===== config.mk =====
export PLATFORM = sky130hd
export DESIGN_NAME = uart_tx_controller
export DESIGN_NICKNAME = d
export VERILOG_FILES = /design/src/rtl/uart_tx_controller_pkg.sv /design/src/rtl/uart_tx_serializer.sv /design/src/rtl/uart_tx_controller.sv
export SDC_FILE = /design/constraint.sdc
export NUM_CORES = 1
export LEC_CHECK = 0
export CAP_MARGIN = 25
export CORE_ASPECT_RATIO = 0.7
export CORE_UTILIZATION = 40
export CTS_CLUSTER_DIAMETER = 60
export DETAILED_ROUTE_END_ITERATION = 16
export DONT_BUFFER_PORTS = 1
export MAX_ROUTING_LAYER = met4
export SYNTH_ARGS = -nofsm -noshare
export SYNTH_HDL_FRONTEND = slang
export SYNTH_SLANG_ARGS = --single-unit

===== constraint.sdc =====
create_clock -name clk -period 7.9 [get_ports clk]
set_input_delay 1.185 -clock clk [delete_from_list [all_inputs] [get_ports clk]]
set_output_delay 1.185 -clock clk [all_outputs]
set_load 0.005 [all_outputs]

===== src/rtl/uart_tx_controller_pkg.sv =====
// uart_tx_controller_pkg: shared UART constants, serializer state encodings and parity helper
package uart_tx_controller_pkg;
  localparam int UART_BAUD_DIV_50M    = 5209;
  localparam int UART_FRAME_DATA_BITS = 8;
  localparam logic [2:0] S_IDLE   = 3'd0;
  localparam logic [2:0] S_START  = 3'd1;
  localparam logic [2:0] S_DATA   = 3'd2;
  localparam logic [2:0] S_PARITY = 3'd3;
  localparam logic [2:0] S_STOP   = 3'd4;
  function automatic logic frame_parity(input logic [7:0] b, input logic inv);
    return ^b ^ inv;
  endfunction
endpackage


===== src/rtl/uart_tx_serializer.sv =====
// uart_tx_serializer: one byte per frame -- start, 8 data LSB-first, even parity, STOP_BITS stops
module uart_tx_serializer
  import uart_tx_controller_pkg::*;
#(
  parameter int BAUD_DIV  = UART_BAUD_DIV_50M,
  parameter int STOP_BITS = 2
) (
  input  logic       clk,
  input  logic       rst,
  input  logic       i_load,
  input  logic [7:0] i_byte,
  input  logic       i_bad_parity,
  output logic       o_ready,
  output logic       o_finish,
  output logic       o_idle,
  output logic       o_tx
);
  localparam int BW = (BAUD_DIV > 2) ? $clog2(BAUD_DIV) : 1;
  logic [2:0]    r_state;
  logic [BW-1:0] r_baud;
  logic [2:0]    r_bit;
  logic [7:0]    r_shift;
  logic          r_par;
  logic          w_tick;
  assign w_tick   = r_baud == BW'(BAUD_DIV - 1);
  assign o_idle   = r_state == S_IDLE;
  // ready in the final cycle of the last stop bit lets the next frame start with no idle gap
  assign o_finish = (r_state == S_STOP) && (r_bit == 3'(STOP_BITS - 1)) && w_tick;
  assign o_ready  = o_idle | o_finish;
  always_ff @(posedge clk or posedge rst)
    if (rst) begin
      r_state <= S_IDLE;
      r_baud  <= '0;
      r_bit   <= '0;
      r_shift <= '0;
      r_par   <= 1'b0;
      o_tx    <= 1'b1;
    end else if (i_load && o_ready) begin
      r_state <= S_START;
      r_baud  <= '0;
      r_bit   <= '0;
      r_shift <= i_byte;
      r_par   <= frame_parity(i_byte, i_bad_parity);
      o_tx    <= 1'b0;
    end else if (!o_idle) begin
      r_baud <= w_tick ? '0 : r_baud + 1'b1;
      if (w_tick)
        case (r_state)
          S_START: begin
            r_state <= S_DATA;
            o_tx    <= r_shift[0];
          end
          S_DATA:
            if (r_bit == 3'(UART_FRAME_DATA_BITS - 1)) begin
              r_state <= S_PARITY;
              r_bit   <= '0;
              o_tx    <= r_par;
            end else begin
              r_bit   <= r_bit + 3'd1;
              r_shift <= {1'b1, r_shift[7:1]};
              o_tx    <= r_shift[1];
            end
          S_PARITY: begin
            r_state <= S_STOP;
            o_tx    <= 1'b1;
          end
          default:
            if (o_finish) begin
              r_state <= S_IDLE;
              r_bit   <= '0;
            end else r_bit <= r_bit + 3'd1;
        endcase
    end
endmodule


===== src/rtl/uart_tx_controller.sv =====
// uart_tx_controller: word FIFO plus holding register feeding the byte serializer MSB-byte first
module uart_tx_controller
  import uart_tx_controller_pkg::*;
#(
  parameter int BAUD_DIV  = UART_BAUD_DIV_50M,
  parameter int STOP_BITS = 2,
  parameter int FIFO_AW   = 3
) (
  input  logic               clk,
  input  logic               rst,
  input  logic               word_valid,
  input  logic [31:0]        word_data,
  output logic               word_ready,
  input  logic               bad_parity,
  output logic               tx,
  output logic               busy,
  output logic [FIFO_AW:0]   fifo_count
);
  logic [31:0]    r_mem [2**FIFO_AW];
  logic [FIFO_AW:0] r_wp, r_rp;
  logic [31:0]    r_hold;
  logic [1:0]     r_idx;
  logic           r_have;
  logic           w_push, w_pop, w_chain, w_empty, w_load;
  logic           w_ready, w_finish, w_idle;
  logic [31:0]    w_head;
  logic [7:0]     w_byte;
  assign fifo_count = r_wp - r_rp;
  assign word_ready = !((r_wp[FIFO_AW] != r_rp[FIFO_AW]) && (r_wp[FIFO_AW-1:0] == r_rp[FIFO_AW-1:0]));
  assign w_empty    = r_wp == r_rp;
  assign w_push     = word_valid & word_ready;
  assign w_head     = r_mem[r_rp[FIFO_AW-1:0]];
  assign w_pop      = !r_have & !w_empty & w_ready;
  // a word waiting at the end of the last frame goes straight to the serializer, keeping words gapless
  assign w_chain    = w_pop & w_finish;
  assign w_load     = (w_ready & r_have) | w_chain;
  assign w_byte     = w_chain ? w_head[31:24] : r_hold[{~r_idx, 3'b000} +: 8];
  assign busy       = !w_idle | !w_empty | r_have;
  always_ff @(posedge clk)
    if (w_push) r_mem[r_wp[FIFO_AW-1:0]] <= word_data;
  always_ff @(posedge clk or posedge rst)
    if (rst) begin
      r_wp   <= '0;
      r_rp   <= '0;
      r_hold <= '0;
      r_idx  <= '0;
      r_have <= 1'b0;
    end else begin
      if (w_push) r_wp <= r_wp + 1'b1;
      if (w_pop) r_rp <= r_rp + 1'b1;
      if (w_chain) begin
        r_hold <= w_head;
        r_idx  <= 2'd1;
        r_have <= 1'b1;
      end else if (w_pop) begin
        r_hold <= w_head;
        r_idx  <= 2'd0;
        r_have <= 1'b1;
      end else if (w_load) begin
        r_idx  <= r_idx + 2'd1;
        r_have <= r_idx != 2'd3;
      end
    end
  uart_tx_serializer #(
    .BAUD_DIV (BAUD_DIV),
    .STOP_BITS(STOP_BITS)
  ) u_ser (
    .clk         (clk),
    .rst         (rst),
    .i_load      (w_load),
    .i_byte      (w_byte),
    .i_bad_parity(bad_parity),
    .o_ready     (w_ready),
    .o_finish    (w_finish),
    .o_idle      (w_idle),
    .o_tx        (tx)
  );
endmodule


==> results.txt, run 1 <==
Startpoint types: flop
Total core area: 32480 µm²
Commonest non-fill, non-tap cell in the layout: edfxtp_1
Max rail drop VDD: 0.2710 mV
Post-synth net total: 800
Clk pin slew, worst setup/hold paths: 60 ps
Peak Freq: 0.1926 GHz
Post-CTS Hold Buffers: 0
R2R Setup Slk: 2710 ps
Ports: 43
Standard-cell row count: 55
CP arrival: 5640 ps
Worst-case reg-to-reg path depth: 10
RSZ-0062 raised after global routing: false
Clock sinks: 328
Worst R2R End: u_ser.r_shift[6]$_DFFE_PP0P_
Fin crit period: 5193 ps
Placed cell area: 13820 µm²
Hold Path Class: in2async
Vias: 6516
Num CTS Buffers: 31
Fraction of layout cells with a size suffix above 1: 20.81%
Antenna Nets Post-Route: 0
Crit Path Class: reg2reg
DRT Pass-1 Iters: 10
Routed length per instance: 21.91 µm
Width of the die: 219.8 µm
Crit share post-route: 65.74%
Clk_skew: 13.09 ps
Synth async-reset ratio: 21.95%
Hold slack: 434.7 ps
Total gr overflow: 0
DR vias/cell: 5.363
DRT Wirelength: 26630 µm
Worst slew pin tran: 978.5 ps
Initial Util: 40.91%
Pwr per Cell Area: 371.9 nW/µm²
Register area: 9495 µm²
CTS resizes: 0
Final HPWL DP: 15740 µm
Nets: 811
Syn. warnings: 0
Max-Cap Viols: 0
Vias in the first global route: 6932
CTS tree: built
RR Startpoint: r_rp[1]$_DFFE_PP0P_
Most frequent cells in the layout: edfxtp_1 (256), dfrtp_1 (69), mux4_2 (68)
Final setup viols: 0
Multi-input logic area: 3651 µm²
Setup TNS Final: 0 ps
CP max FO: 26
Layout fillers: 2764
Failing checks: DRC
Initial antenna violation count: 0
Critical Path RT: 8350 ps
First-pass GRT wire length: 41980 µm
Seq/Total Area, Yosys: 71.42%
Ys flop type: edfxtp_1
Overall Global Routing Usage: 16.93%
Clk_lat worst skew: 570 ps
N_diodes: 0
Status: finished with violations
Post-CTS Setup Bufs: 0
Bufs on Longest Clock Path: 3
Final hold vios: 0
Die footprint: 33960 µm²
DRT iter0 DRCs: 546
Largest net degree at the start of global routing: 73
Synthesized area: 13290 µm²
Post-synth cell types: 50
DRC violations left: 6
Design Area, Final: 14810 µm²
I/O Buffers: 0
Yosys reg bits: 328
Htree depth: 1
Post-synthesis instance total: 752
DIE HEIGHT: 154.5 µm
Mean post-synth cell area: 17.67 µm²
Pleak: 0.005254 µW
Number of synthesized flops with an enable pin: 256
CP endpoint kind: flop
Gpl congestion: 0.7860
Max-slew violations: 0
Area grow syn2layout: 11.43%
Relative slew margins: 34.71%
Root Buffer: clkbuf_16
[cells in the mapped netlist, types with 2 or more instances]
| cell | number | area, µm² |
|---|---|---|
| nand2b_1 | 6 | 37.54 |
| a31oi_1 | 5 | 31.28 |
| a21o_1 | 6 | 45.04 |
| edfxtp_1 | 256 | 7687 |
| o21ai_0 | 30 | 150.1 |
| dfrtp_1 | 71 | 1777 |
| mux4_2 | 68 | 1531 |
| nand2_1 | 66 | 247.7 |
| a22oi_1 | 2 | 15.01 |
| a21oi_1 | 7 | 35.03 |
| and3_1 | 4 | 25.02 |
| mux2_4 | 2 | 30.03 |
| xor2_1 | 9 | 78.83 |
| buf_1 | 12 | 45.04 |
| mux2i_1 | 33 | 330.3 |
| nor2_1 | 40 | 150.1 |
| inv_1 | 12 | 45.04 |
| nand4_1 | 4 | 25.02 |
| nand3_1 | 10 | 50.05 |
| xnor2_1 | 16 | 140.1 |
| ha_1 | 11 | 137.6 |
| clkbuf_1 | 18 | 67.56 |
| o22ai_1 | 6 | 37.54 |
| and2_1 | 2 | 12.51 |
| buf_2 | 5 | 25.02 |
| mux2_2 | 20 | 225.2 |
| nor3_1 | 8 | 40.04 |
[cell type report]
class | count | share of cell area, %
clock buffer | 42 | 5.518
clock inverter | 16 | 0.8873
inverter | 14 | 0.3549
multi-input combinational | 374 | 24.66
sequential | 328 | 64.13
tap | 427 | 3.608
timing repair buffer | 14 | 0.8450
[worst max path at each step]
stage	from	to
2_1_floorplan	r_rp[1]$_DFFE_PP0P_	r_mem[0][0]$_DFFE_PP_
3_3_place_gp	r_rp[1]$_DFFE_PP0P_	u_ser.r_shift[2]$_DFFE_PP0P_
3_5_place_dp	r_rp[1]$_DFFE_PP0P_	u_ser.r_shift[5]$_DFFE_PP0P_
4_1_cts	r_rp[1]$_DFFE_PP0P_	u_ser.r_shift[5]$_DFFE_PP0P_
5_1_grt	r_rp[1]$_DFFE_PP0P_	u_ser.r_shift[6]$_DFFE_PP0P_
6_report	r_rp[1]$_DFFE_PP0P_	u_ser.r_shift[6]$_DFFE_PP0P_
[power by group]
part,leakage [µW],internal (µW),total (µW),switching (µW)
combinational,0.00157,780,1640,856
clock,0.000459,788,1410,618
sequential,0.00323,2230,2460,235
[registers in the layout, summed over array words and instances (netlist names)]
signal / flops
r_have: 1
r_hold: 32
r_idx: 2
r_mem: 256
r_rp: 4
r_wp: 4
u_ser.o_tx: 1
u_ser.r_baud: 13
u_ser.r_bit: 3
u_ser.r_par: 1
u_ser.r_shift: 8
u_ser.r_state: 3
[cells by family (layout without fill, tap and decap cells)]
group                      after synthesis  count (layout)  synth area share (%)
buffers and inverters                   50              86                 1.516
DFF                                    328             328                 71.42
xor gates and xnor gates                27              27                 1.940
and+or+nand+nor                        150             150                 5.198
adders and majority gates               12              12                 1.186
AOI/OAI and AO/OA                       62              62                 2.806
muxes                                  123             123                 15.93
[layer usage]
metal  vias to the layer above  GRT usage, %  part of all wire, %
met5                         -             -                    0
met4                         0         3.251                  1.7
met3                        35         3.697                  5.2
met2                       144         25.05                   45
met1                      3403         24.23                   48
li1                       2934             -                    -
[metrics by stage]
| step | utilization (%) | setup WS [ps] | power (µW) | instances |
|---|---|---|---|---|
| 6_report | 45.59 | 2707 | 5507 | 1215 |
| 5_1_grt | 45.59 | 2257 | 5815 | 1215 |
| 4_1_cts | 45.48 | 2646 | 5571 | 1213 |
| 3_5_place_dp | 42.56 | 2642 | 4161 | 1155 |
| 3_3_place_gp | 42.56 | 2903 | 4108 | 1155 |
| 2_1_floorplan | - | 2970 | 3674 | 752 |
[critical path: stages (launching register included)]
cell       delay (ps)
dfrtp_1           900
inv_2             600
ha_1              480
and3_1            180
a21o_1            240
or3_4             440
a2bb2oi_2         770
or2_0             330
and2_1            520
o21ai_2           270
mux2_2            350
(Power assumes the default switching activity.)
==> inputs of run 2 (changes only) <==
Clock period 7.9 ns to 4.95 ns, I/O delays scaled along.
==> results.txt, run 2 (synthesis gave the netlist of run 1 again) <==
I/O Buffers: 0 (unchanged)
Standard-cell row count: 55 (unchanged)
Max-slew violations: 0 (unchanged)
Post-CTS Hold Buffers: 0 (unchanged)
Initial Util: 40.91% (unchanged)
CTS resizes: 0 (unchanged)
Num CTS Buffers: 30 (was 31)
DRT Wirelength: 27060 µm (was 26630 µm)
Root Buffer: clkbuf_16 (unchanged)
Status: finished with violations (unchanged)
Gpl congestion: 0.8453 (was 0.7860)
Fin cells: 1218 (was 1215)
Clock sinks: 328 (unchanged)
Total core area: 32480 µm² (unchanged)
Crit share post-route: 73.05% (was 65.74%)
Final setup viols: 0 (unchanged)
RSZ-0062 raised after global routing: false (unchanged)
Max rail drop VDD: 0.3384 mV (was 0.2710 mV)
CP endpoint kind: flop (unchanged)
Nets: 815 (was 811)
DIE HEIGHT: 154.5 µm (unchanged)
Fraction of layout cells with a size suffix above 1: 21.62% (was 20.81%)
Vias in the first global route: 6983 (was 6932)
Width of the die: 219.8 µm (unchanged)
Clk_skew: 26.07 ps (was 13.09 ps)
Max-Cap Viols: 0 (unchanged)
Area grow syn2layout: 11.79% (was 11.43%)
Max reg flops: 256 (unchanged)
Bufs on Longest Clock Path: 3 (unchanged)
Pleak: 0.005287 µW (was 0.005254 µW)
Post-CTS Setup Bufs: 0 (unchanged)
Final HPWL DP: 16920 µm (was 15740 µm)
N_diodes: 0 (unchanged)
Htree depth: 1 (unchanged)
DRT iter0 DRCs: 596 (was 546)
Failing checks: DRC (unchanged)
Placed Instances: 1161 (was 1155)
Initial antenna violation count: 1 (was 0)
Critical Path RT: 5390 ps (was 8350 ps)
Relative slew margins: 42.52% (was 34.71%)
Worst setup path startpoint: r_rp[2]$_DFFE_PP0P_ (was r_rp[1]$_DFFE_PP0P_)
DRT Pass-1 Iters: 11 (was 10)
Clk pin slew, worst setup/hold paths: 60 ps (about the same)
Ports: 43 (unchanged)
Overall Global Routing Usage: 17.09% (was 16.93%)
Setup TNS Final: 0 ps (unchanged)
Die footprint: 33960 µm² (unchanged)
CTS tree: built (unchanged)
Startpoint types: flop (unchanged)
DR vias/cell: 5.395 (was 5.363)
Fin crit period: 3616 ps (was 5193 ps)
Vias: 6571 (was 6516)
Pwr per Cell Area: 600.6 nW/µm² (was 371.9 nW/µm²)
CP max FO: 14 (was 26)
Routed length per instance: 22.22 µm (was 21.91 µm)
Final hold vios: 0 (unchanged)
Largest net degree at the start of global routing: 57 (was 73)
DRC violations left: 6 (unchanged)
Antenna Nets Post-Route: 0 (unchanged)
Hold Path Class: in2async (unchanged)
Peak Freq: 0.2766 GHz (was 0.1926 GHz)
Clk_lat worst skew: 580 ps (was 570 ps)
CP arrival: 4060 ps (was 5640 ps)
Total gr overflow: 0 (unchanged)
RR Startpoint: r_rp[2]$_DFFE_PP0P_ (was r_rp[1]$_DFFE_PP0P_)
First-pass GRT wire length: 42090 µm (was 41980 µm)
Worst slew pin tran: 862.2 ps (was 978.5 ps)
Crit Path Class: reg2reg (unchanged)
Most frequent cells in the layout: edfxtp_1 (256), dfrtp_1 (69), mux4_2 (68) (unchanged)
Commonest non-fill, non-tap cell in the layout: edfxtp_1 (unchanged)
run 2: final timing paths:
path	cells past startpoint	to	slack, ps
max	10	u_ser.r_shift[4]$_DFFE_PP0P_	1330
min	1	u_ser.r_bit[1]$_DFFE_PP0P_	220
max reg2reg	10	u_ser.r_shift[4]$_DFFE_PP0P_	1330
min reg2reg	2	r_hold[7]$_DFFE_PP0P_	480
max in group asynchronous	2	r_rp[0]$_DFFE_PP0P_	3720
min in group clk	0	r_mem[5][4]$_DFFE_PP_	250
run 2: stage by stage:
step | area [µm²] | total power, µW | worst slack, ps | hold slack [ps] | utilization [%]
2_1_floorplan | 13290 | 5864 | 19.94 | 441.1 | -
4_1_cts | 14850 | 9016 | 1345 | 214.2 | 45.71
3_5_place_dp | 13870 | 6683 | 1366 | 473.7 | 42.70
6_report | 14850 | 8921 | 1334 | 215.6 | 45.73
5_1_grt | 14850 | 9380 | 1098 | 220.6 | 45.73
3_3_place_gp | 13870 | 6603 | 1513 | 462.6 | 42.70
run 2: final cells by class:
| type | count | area, µm² |
|---|---|---|
| Fill cell | 2775 | 17630 |
| Clock inverter | 21 | 209.0 |
| Tap cell | 427 | 534.3 |
| Multi-Input combinational cell | 374 | 3651 |
| Clock buffer | 35 | 769.5 |
| Timing Repair Buffer | 19 | 142.6 |
| Sequential cell | 328 | 9495 |
| Inverter | 14 | 52.55 |
run 2: per-layer routing:
layer | wire [µm] | vias up | track usage [%]
met5 | 0 | - | -
met1 | 12760 | 3455 | 24.30
met3 | 1596 | 36 | 3.972
li1 | - | 2930 | -
met2 | 12230 | 150 | 25.28
met4 | 481 | 0 | 3.251
run 2: critical path: stages, from the launching register on:
cell and delay, ps:
dfrtp_2 360, clkinv_1 220, ha_1 400, and3_1 230, a21o_1 240, or3_4 440
a2bb2oi_2 180, or2_0 290, and2_1 540, o21ai_2 250, mux2_2 330
run 2: where the power goes:
part	internal, µW	switching (µW)
sequential	3550	306
combinational	1260	1470
clock	1320	1010
total	6130	2790
==> inputs of run 3 (changes only) <==
Clock period 4.95 ns to 3.2 ns, I/O delays scaled along.
==> results.txt, run 3 (synthesis gave the netlist of run 1 again) <==
Final hold vios: 0 (unchanged)
Gpl congestion: 0.8237 (was 0.8453)
Multi-input logic area: 3664 µm² (was 3651 µm²)
Register area: 9495 µm² (unchanged)
CP max FO: 5 (was 14)
Fin crit period: 3119 ps
Nets: 859 (was 815)
Htree depth: 1 (unchanged)
Met2 WL: 12430 µm (was 12230 µm)
Die footprint: 33960 µm² (unchanged)
Max-slew violations: 0 (unchanged)
Clk_lat worst skew: 580 ps (about the same)
Startpoint types: flop (unchanged)
DR vias/cell: 5.316 (was 5.395)
DRT Wirelength: 27700 µm (was 27060 µm)
Fraction of layout cells with a size suffix above 1: 21.58% (was 21.62%)
Overall Global Routing Usage: 17.18% (was 17.09%)
Crit-path slowest cell: or3_4 (was and2_1)
Clk pin slew, worst setup/hold paths: 70 ps (was 60 ps)
CP endpoint kind: primary output (was flop)
Width of the die: 219.8 µm (unchanged)
Crit-path cells: clkinv_2 -> ha_1 -> and3_1 -> a21o_1 -> or3_4 -> and3_1 -> nand3_1 (was clkinv_1 -> ha_1 -> and3_1 -> a21o_1 -> or3_4 -> a2bb2oi_2 -> or2_0 -> and2_1 -> o21ai_2 -> mux2_2)
CTS tree: built (unchanged)
Setup TNS Final: 0 ps (unchanged)
DRC violations left: 6 (unchanged)
Clk_skew: 14.44 ps (was 26.07 ps)
Commonest non-fill, non-tap cell in the layout: edfxtp_1 (unchanged)
Worst slew pin tran: 854.0 ps (was 862.2 ps)
RSZ-0062 raised after global routing: false (unchanged)
I/O Buffers: 0 (unchanged)
Max rail drop VDD: 0.5058 mV (was 0.3384 mV)
Total power: 13800 µW (was 8921 µW)
Worst path most repeated cell: and3_1
Top routing layer used: met4 (unchanged)
CTS resizes: 0 (unchanged)
Ports: 43 (unchanged)
First-pass GRT wire length: 42010 µm (was 42090 µm)
Bufs on Longest Clock Path: 3 (unchanged)
Pleak: 0.005484 µW (was 0.005287 µW)
Clock sinks: 328 (unchanged)
DRT Pass-1 Iters: 10 (was 11)
Vias in the first global route: 6870 (was 6983)
Crit share post-route: 97.46%
Max incr delay on CP: 440 ps (was 540 ps)
Vias: 6709 (was 6571)
Failing checks: DRC (unchanged)
Layout fillers: 2729 (was 2775)
Hold Path Class: in2reg (was in2async)
DIE HEIGHT: 154.5 µm (unchanged)
Standard-cell row count: 55 (unchanged)
Final HPWL DP: 15980 µm (was 16920 µm)
Routed length per instance: 21.95 µm (was 22.22 µm)
Crit Path Class: reg2out (was reg2reg)
Routed met3 length: 1416 µm (was 1596 µm)
Status: finished with violations (unchanged)
Largest net degree at the start of global routing: 57 (unchanged)
CP arrival: 2640 ps (was 4060 ps)
Most frequent cells in the layout: edfxtp_1 (256), dfrtp_1 (69), mux4_2 (68) (unchanged)
Num CTS Buffers: 30 (unchanged)
Max reg flops: 256 (unchanged)
Initial Util: 40.91% (unchanged)
Total gr overflow: 0 (unchanged)
DRT iter0 DRCs: 505 (was 596)
Root Buffer: clkbuf_16 (unchanged)
Total core area: 32480 µm² (unchanged)
Relative slew margins: 43.07% (was 42.52%)
Peak Freq: 0.3207 GHz
Max-Cap Viols: 0 (unchanged)
Antenna Nets Post-Route: 0 (unchanged)
DRT met1 WL: 13300 µm (was 12760 µm)
Pwr per Cell Area: 899.6 nW/µm² (was 600.6 nW/µm²)
Initial antenna violation count: 1 (unchanged)
Area grow syn2layout: 15.47% (was 11.79%)
Critical Path RT: 2720 ps (was 5390 ps)
Final setup viols: 0 (unchanged)
==> run 3: changes by cell type in the layout (fill, tap and decap cells not counted), sizes merged <==
cell / change
dlygate4sd3: +33
buf: +11
clkbuf: +5
bufinv: -2
clkinv: -2
clkinvlp: -1
diode: +1
inv: -1
==> run 3: critical path: cells and delay by family, from the launching register on <==
family / cells / cell delay, ps
and+or+nand+nor: 4 / 1060
DFF: 1 / 370
AOI/OAI and AO/OA: 1 / 250
buffers and inverters: 1 / 60
adders and majority gates: 1 / 330
==> run 3: metrics by stage <==
stage          worst slack [ps]  util [%]  cell area [µm²]  hold slack [ps]  std cells
2_1_floorplan             10.96         -            13350            441.1        752
3_3_place_gp              361.9     43.29            14060            462.9       1171
3_5_place_dp              289.2     43.29            14060            458.1       1171
4_1_cts                   53.27     47.18            15330            82.23       1259
5_1_grt                   2.416     47.24            15340            91.28       1262
6_report                  81.35     47.24            15340            111.0       1262
==> run 3: final cells by class <==
cell class	count	share of cell area [%]
antenna	1	0.01631
clock inverter	15	0.9459
tap	427	3.482
inverter	14	0.3833
timing repair buffer	63	4.273
sequential	328	61.89
multi-input combinational	374	23.88
clock buffer	40	5.137
==> run 3: final timing paths <==
| path | slack (ps) | from | depth (start not counted) | to |
|---|---|---|---|---|
| hold / removal | 110 | word_valid | 2 | r_wp[2]$_DFFE_PP0P_ |
| max in group asynchronous | 2020 | rst | 3 | r_rp[0]$_DFFE_PP0P_ |
| setup reg to reg | 150 | r_rp[2]$_DFFE_PP0P_ | 11 | u_ser.r_par$_DFFE_PP0N_ |
| min in group asynchronous | 430 | rst | 2 | u_ser.r_state[2]$_DFFE_PP0P_ |
| setup / recovery | 80 | r_rp[2]$_DFFE_PP0P_ | 7 | busy |
| hold reg to reg | 480 | r_hold[12]$_DFFE_PP0P_ | 2 | r_hold[12]$_DFFE_PP0P_ |
==> run 3: power breakdown <==
group	internal, µW	total, µW	switching (µW)
Clock	1900	3430	1540
Combinational	2090	4480	2390
Sequential	5500	5890	392
Total	9480	13800	4320
==> run 3: what timing repair did <==
action / 4_1_cts / 5_1_grt
setup buffers: 0 / 2
hold buffers: 33 / 0
endpoints found under the hold margin: 279 / 0
setup endpoints to repair: 0 / 1
==> run 3: routing by layer <==
| layer | vias up | global-route usage (%) |
|---|---|---|
| li1 | 3021 | - |
| met1 | 3493 | 25.15 |
| met2 | 150 | 24.66 |
| met3 | 45 | 3.736 |
| met4 | 0 | 3.580 |
| met5 | - | - |
